`src/rtl/arb_pkg.sv`:
```
// Shared types, sizes and the round-robin selection helper for the
// four-requester arbiter.
package arb_pkg;

    localparam int N_REQ = 4;
    localparam int IDX_W = 2;

    typedef enum logic {
        IDLE = 1'b0,
        BUSY = 1'b1
    } state_t;

    typedef struct packed {
        logic             valid;
        logic [IDX_W-1:0] idx;
    } pick_t;

    // Walk from the farthest candidate back to ptr so the nearest set bit wins.
    function automatic pick_t rr_pick(input logic [IDX_W-1:0] ptr,
                                      input logic [N_REQ-1:0] req);
        pick_t            res;
        logic [IDX_W-1:0] cand;
        res.valid = 1'b0;
        res.idx   = ptr;
        for (int i = N_REQ - 1; i >= 0; i--) begin
            cand      = ptr + IDX_W'(i);
            res.valid = res.valid | req[cand];
            res.idx   = req[cand] ? cand : res.idx;
        end
        return res;
    endfunction

endpackage

```
`src/rtl/decoder_2to4.sv`:
```
// 2-to-4 one-hot decoder with enable; output is all-zero when disabled.
import arb_pkg::*;

module decoder_2to4 (
    input  logic [IDX_W-1:0] idx,
    input  logic             en,
    output logic [N_REQ-1:0] y
);

    assign y = en ? (N_REQ'(1) << idx) : {N_REQ{1'b0}};

endmodule

```
`src/rtl/rr_arbiter4.sv`:
```
// Round-robin arbiter for one shared resource: a grant is held until done,
// request drop, or the hold limit, and the last owner becomes lowest priority.
import arb_pkg::*;

module rr_arbiter4 #(
    parameter int HOLD_MAX = 8
) (
    input  logic             clk,
    input  logic             rst,
    input  logic [N_REQ-1:0] req,
    input  logic             done,
    output logic [N_REQ-1:0] gnt,
    output logic [IDX_W-1:0] gnt_idx,
    output logic             busy,
    output logic             timeout
);

    localparam int               CNT_W    = (HOLD_MAX > 0) ? $clog2(HOLD_MAX + 1) : 1;
    localparam bit               HOLD_EN  = (HOLD_MAX != 0);
    localparam logic [CNT_W-1:0] CNT_SAT  = CNT_W'(HOLD_MAX);
    localparam logic [CNT_W-1:0] CNT_LAST = HOLD_EN ? CNT_W'(HOLD_MAX - 1) : {CNT_W{1'b0}};

    state_t           state_q;
    logic [IDX_W-1:0] ptr_q;
    logic [IDX_W-1:0] gnt_idx_q;
    logic [CNT_W-1:0] cnt_q;
    logic [CNT_W-1:0] cnt_d;
    logic             timeout_q;

    pick_t            pick_s;
    logic             own_req_s;
    logic             rel_hold_s;
    logic             release_s;
    logic             tmo_s;

    assign pick_s     = rr_pick(ptr_q, req);
    assign own_req_s  = req[gnt_idx_q];
    assign rel_hold_s = HOLD_EN && (cnt_q == CNT_LAST);
    assign release_s  = done || !own_req_s || rel_hold_s;
    // Timeout is flagged only when the hold limit alone forced the release.
    assign tmo_s      = rel_hold_s && !done && own_req_s;

    // Saturating hold counter next value.
    always_comb begin
        cnt_d = cnt_q;
        if (cnt_q == CNT_SAT) begin
            cnt_d = cnt_q;
        end else begin
            cnt_d = cnt_q + CNT_W'(1);
        end
    end

    // Arbitration state machine with registered owner, pointer and timeout.
    always_ff @(posedge clk or posedge rst) begin
        if (rst) begin
            state_q   <= IDLE;
            ptr_q     <= {IDX_W{1'b0}};
            gnt_idx_q <= {IDX_W{1'b0}};
            cnt_q     <= {CNT_W{1'b0}};
            timeout_q <= 1'b0;
        end else begin
            case (state_q)
                IDLE: begin
                    timeout_q <= 1'b0;
                    if (pick_s.valid) begin
                        gnt_idx_q <= pick_s.idx;
                        cnt_q     <= {CNT_W{1'b0}};
                        state_q   <= BUSY;
                    end else begin
                        state_q   <= IDLE;
                    end
                end
                BUSY: begin
                    if (release_s) begin
                        state_q   <= IDLE;
                        ptr_q     <= gnt_idx_q + 2'd1;
                        cnt_q     <= {CNT_W{1'b0}};
                        timeout_q <= tmo_s;
                    end else begin
                        cnt_q     <= cnt_d;
                        timeout_q <= 1'b0;
                    end
                end
                default: begin
                    state_q   <= IDLE;
                    timeout_q <= 1'b0;
                end
            endcase
        end
    end

    assign busy    = (state_q == BUSY);
    assign gnt_idx = gnt_idx_q;
    assign timeout = timeout_q;

    decoder_2to4 u_dec (
        .idx (gnt_idx_q),
        .en  (busy),
        .y   (gnt)
    );

endmodule

```
`config.mk`:
```
export PLATFORM = sky130hd
export DESIGN_NAME = rr_arbiter4
export DESIGN_NICKNAME = d
export VERILOG_FILES = /design/src/rtl/arb_pkg.sv /design/src/rtl/decoder_2to4.sv /design/src/rtl/rr_arbiter4.sv
export SDC_FILE = /design/constraint.sdc
export NUM_CORES = 1
export LEC_CHECK = 0
export CAP_MARGIN = 20
export CORE_MARGIN = 2
export CORE_UTILIZATION = 45
export CTS_CLUSTER_DIAMETER = 200
export DETAILED_ROUTE_END_ITERATION = 8
export PLACE_DENSITY = 0.72
export SYNTH_ARGS = -nofsm -noshare
export SYNTH_HDL_FRONTEND = slang
export SYNTH_HIERARCHICAL = 1
export SYNTH_SLANG_ARGS = --single-unit
```
`constraint.sdc`:
```
create_clock -name clk -period 2 [get_ports clk]
set_input_delay 0.3 -clock clk [delete_from_list [all_inputs] [get_ports clk]]
set_output_delay 0.3 -clock clk [all_outputs]
set_load 0.02 [all_outputs]
```
; Word-level counts from Yosys, hierarchy flattened
; Index checks and enable logic that the tools add are counted.
[totals]
reg_bits = 10
latch_bits = 0
rom_bits = 0
memories = 0
mem_bits_rw = 0
in_bits = 7
[classes]
n_lt_le_gt_ge = 5
reduce_logical = 9
div_mod_pow = 0
eq_ne = 4
n_mux = 24
bitwise = 4
shift = 1
add_sub_neg = 5
mul = 0
[op_table]
columns = op, count
row1 = $mux W4, 4
row2 = $lt A2 B3 Y1 const B, 5
row3 = $bmux W1 S2, 5
row4 = $mux W1, 8
row5 = $mux W2, 4
row6 = $pmux W4 S2, 1
row7 = $reduce_and A2 Y1, 3
row8 = $add A2 B1 Y2 const B, 2
row9 = $add A2 B2 Y2 const B, 2
row10 = $add A4 B1 Y4 const B, 1
row11 = $eq A4 B3 Y1 const B, 1
row12 = $eq A4 B4 Y1 const B, 1
row13 = $pmux W1 S2, 2
row14 = $shl A1 B2 Y4 const A, 1
row15 = $ne A3 B3 Y1 const B, 1
row16 = $or A1 B1 Y1, 3
row17 = $logic_and A1 B1 Y1, 2
row18 = $logic_not A1 Y1, 2
row19 = $logic_or A1 B1 Y1, 2
row20 = $ne A2 B2 Y1 const B, 1
row21 = $not A1 Y1, 1

; Logic depth before layout (Yosys ltp)
[logic_depth]
ltp_word = 8
mapped_depth = 6
mapped_depth_nobuf = 6

; Modules after synthesis
; Netlist, hierarchy kept.
[by_module_without_submodules]
columns = module, instances, cells_per_inst, seq_area_each_um2, area_each_um2
row1 = rr_arbiter4, 1, 67, 250.2, 655.6
row2 = decoder_2to4, 1, 4, 0.0, 37.5

; Worst setup path after synthesis
; OpenSTA, ideal clock, no wires.
[synth_path]
path_type = register to register
startpoint = register gnt_idx_q[1], in the netlist gnt_idx[1]
endpoint = register cnt_q[0]
synth_period_minus_slack_ps = 1732
arrival_time_ps = 1607
t_required_ps = 1875
path_slack_ps = 268
path_stages_with_launch = 5
setup_ps = 125
path_cell_list = dfrtp_1 -> mux2_2 -> a32o_2 -> a21o_1 -> mux2_4
[synth_via]
elab_chain_cells = 7
[synth_rtl]
columns = item, line_no
row1 = "start, declared", rr_arbiter4.sv:25  ; logic [IDX_W-1:0] gnt_idx_q;
row2 = "start signal, assigned", rr_arbiter4.sv:58  ; gnt_idx_q <= {IDX_W{1'b0}};
row3 = "start signal, assigned", rr_arbiter4.sv:66  ; gnt_idx_q <= pick_s.idx;
row4 = $bmux W1 S2 *, rr_arbiter4.sv:37  ; assign own_req_s = req[gnt_idx_q];
row5 = $mux W1 (implied by the code) *, rr_arbiter4.sv:37
row6 = $logic_not A1 Y1 *, rr_arbiter4.sv:39  ; assign release_s = done || !own_req_s || rel_hold_s;
row7 = $logic_or A1 B1 Y1 * (2 in a row), rr_arbiter4.sv:39
row8 = $mux W4 / $ne A3 B3 Y1 (equally long branches), --
row9 = $pmux W4 S2 / $reduce_and A2 Y1 (equally long branches), --
row10 = "end signal, assigned", rr_arbiter4.sv:67  ; cnt_q <= {CNT_W{1'b0}};
row11 = "end signal, assigned", rr_arbiter4.sv:77  ; cnt_q <= {CNT_W{1'b0}};
row12 = "end signal, assigned", rr_arbiter4.sv:80  ; cnt_q <= cnt_d;
row13 = "end, declared", rr_arbiter4.sv:26  ; logic [CNT_W-1:0] cnt_q;
; Every way passes the cells marked *; elsewhere a longest branch is shown, timed or not. The select of a mux whose other input is x is not followed.
; A chain may end at the register's enable or synchronous reset.

; Final worst setup path
[layout_path]
startpoint = register gnt_idx_q[0], in the netlist gnt_idx[0]
endpoint = output gnt[2]
[layout_via]
elab_chain_cells = 2
[layout_rtl]
columns = item, line_no
row1 = $shl A1 B2 Y4, decoder_2to4.sv:10  ; assign y = en ? (N_REQ'(1) << idx) : {N_REQ{1'b0}};
row2 = $mux W4, decoder_2to4.sv:10
row3 = "end, declared", rr_arbiter4.sv:12  ; output logic [N_REQ-1:0] gnt,
; Every way passes these cells.

==> flow_metrics.tcl <==
set metrics [dict create \
    cts_buffers 3 \
    die-area_sq_mm 0.00187 \
    die_w_um 43.2 \
    fin_hold_ws_ps 301 \
    netSwitchingFraction 0.390 \
    p_sw_w 0.000435 \
    synth_area_sq_um 693 \
    fin_tns_setup_ps 0 \
    core-area_sq_mm 0.00147 \
    syn-instance-count 71 \
    p_comb_frac 0.485 \
    nets 104 \
    ant_nets 0 \
    drc 0 \
    worst_pin_slew_ps 489 \
    overflow 0 \
    ios 15 \
    outcome "completed" \
    area_growth_pct 34.3 \
    finalCritPeriodShare 0.943 \
    p_clk_frac 0.162 \
    portBuffers 14 \
    critPathRequiredTime_ps 1700 \
    grt_usage 0.190 \
    end_kind "output pin" \
    num_antenna_cells 0 \
    cts_tree "done" \
    p_leak_nw 0.425 \
    final_common_cell "clkdlybuf4s50_1" \
    regArea_sq_um 254 \
    ir_drop_mv 0.751 \
    fin_util 0.633 \
    yosysWarnings 6 \
    clockBufferDepth 2 \
    maxSlewViolCount 0 \
    setup_viol 0 \
    htreeDepth 1 \
    synth-seq-cells 10 \
    cp_cell_sequence "and3b_1 > clkdlybuf4s50_1" \
    drt_wl_total_mm 1.48 \
    start_util 0.471 \
    path_clk_slew_ps 70 \
    cts.sinks 10 \
    grt_max_degree 14 \
    firstDrtPassIters 4 \
    antenna_found_initial 0 \
    critPathMaxFanout 11 \
    via_per_inst 5.66 \
    hold_path.class "in -> async" \
    start_kind "flop" \
    vias 623 \
    synth_area_per_cell_sq_um 9.76 \
    cp_slowest_stage_delay_ps 600 \
    seq_power_share 0.352 \
    regToRegSetupSlack_ps 320 \
    multiInputGateArea_sq_um 420 \
    dp_cells 106 \
    maxCapViolations 0 \
    grt_pass1_vias 578 \
    post-dp-hpwl_mm 1.17 \
    min_period_ps 1890 \
    hold_violations 0 \
    internal_power_w 0.000680 \
    final_cells 110 \
    drive_gt1_frac 0.255 \
    clock-root-buffer "clkbuf_4" \
    max_freq_ghz 0.530 \
    cp_num_buf_inv 1 \
    first_iter_violations 8 \
    final_cell_mix "14 x clkdlybuf4s50_1, 7 x dfrtp_1, 6 x inv_1" \
    clk_latency_ps 260 \
    powerDensity_mw_per_mm2 1200 \
    cpMaxStageDelayCell "clkdlybuf4s50_1" \
    crit_family "buffers and inverters" \
    seq_area_frac_synth 0.361 \
    worst_slack_ps 114 \
    max_slew_margin 0.671 \
    nFillCells 123 \
    num_rows 14 \
    pre_cts_slack_ps 90.6 \
    routabilityCongestion 0.865 \
    path_class "reg -> out" \
    arrival_ps 1590 \
    grt_pass1_wl_mm 2.56 \
    die-height_um 43.2 \
    syn_nets 80 \
    skew_ps 6.00 \
    yosysUniqueCellTypes 34 \
    wl_per_cell_um 13.4 \
    rsz0062_at_grt "no" \
    cts_hold_buf 0 \
]
## logic make-up after synthesis
logic type	synth area share
AO/OA/AOI/OAI	0.193
XOR/XNOR	0.0126
adder cells (fa/ha/maj)	0.0361
buffers and inverters	0.0325
flip-flops	0.361
multiplexers	0.0884
AND/OR/NAND/NOR	0.276
## power by group through the flow
stage	clock (W)	sequential (W)	combinational (W)
finish	0.000181	0.000393	0.000541
global route	0.000201	0.000414	0.000594
CTS	0.000186	0.000388	0.000544
detailed placement	0	0.000392	0.000539
global placement	0	0.000382	0.000528
floorplan	0	0.000394	0.000315
## synthesized netlist by cell type (all sizes together)
cell type,instances,area [sq um]
a22o,2,20.0
o221ai,1,8.76
ha,2,25.0
o22ai,1,6.26
a32o,1,11.3
a21o,2,16.3
and3,1,7.51
a21oi,4,20.0
mux2,3,41.3
nand2b,2,12.5
nand3,2,10.0
dfrtp,10,250
o32ai,1,8.76
or3b,1,8.76
o21ai,4,20.0
and2,2,13.8
nand4b,1,8.76
o31ai,2,15.0
nor4,1,21.3
and2b,1,7.51
nand3b,1,7.51
inv,6,22.5
and3b,2,17.5
nor2b,3,18.8
a22oi,1,7.51
xnor2,1,8.76
mux2i,2,20.0
nand2,4,15.0
nor3b,3,27.5
nor2,4,15.0
## final timing paths
path	from	end	cells past startpoint
max	gnt_idx[0]	gnt[2]	2
min	rst	cnt_q[2]	2
max reg2reg	gnt_idx[1]	cnt_q[0]	4
min reg2reg	cnt_q[1]	cnt_q[1]	1
max in group asynchronous	rst	gnt_idx[1]	2
min in group clk	cnt_q[1]	cnt_q[1]	1
## worst reg2reg max path: stages, from the launching register on
cell and delay, ps:
dfrtp_2 480, mux2_4 330, a32o_2 310, nor3b_1 160, mux2_4 270
## through the flow
step / total power (W) / area [sq um]
2_1_floorplan: 0.000709 / 693
3_3_place_gp: 0.000910 / 891
3_5_place_dp: 0.000931 / 891
4_1_cts: 0.00112 / 927
5_1_grt: 0.00121 / 931
6_report: 0.00111 / 931
## area by class of cell
class	count	area share
multi-input cells	55	0.452
well taps	16	0.0215
clock buffers	4	0.0390
flip-flops and latches	10	0.273
inverters	6	0.0242
repair buffers	19	0.191
## registers in the layout, summed over array words and instances, names as in the netlist
register,flops
ptr_q,2
timeout,1
gnt_idx,2
busy,1
cnt_q,4
## layer usage
| metal | vias to the layer above | global-route usage | wire (um) |
|---|---|---|---|
| met3 | 0 | 0.0681 | 63 |
| met1 | 301 | 0.246 | 680 |
| met5 | - | 0 | 0 |
| li1 | 311 | - | - |
| met4 | 0 | 0.0364 | 0 |
| met2 | 11 | 0.304 | 735 |
## what timing repair did
action | 4_1_cts | 5_1_grt
gates resized for setup | 0 | 3
setup buffers | 0 | 0
setup endpoints to repair | 0 | 4
No activity file was read; power rests on OpenSTA's default activity.
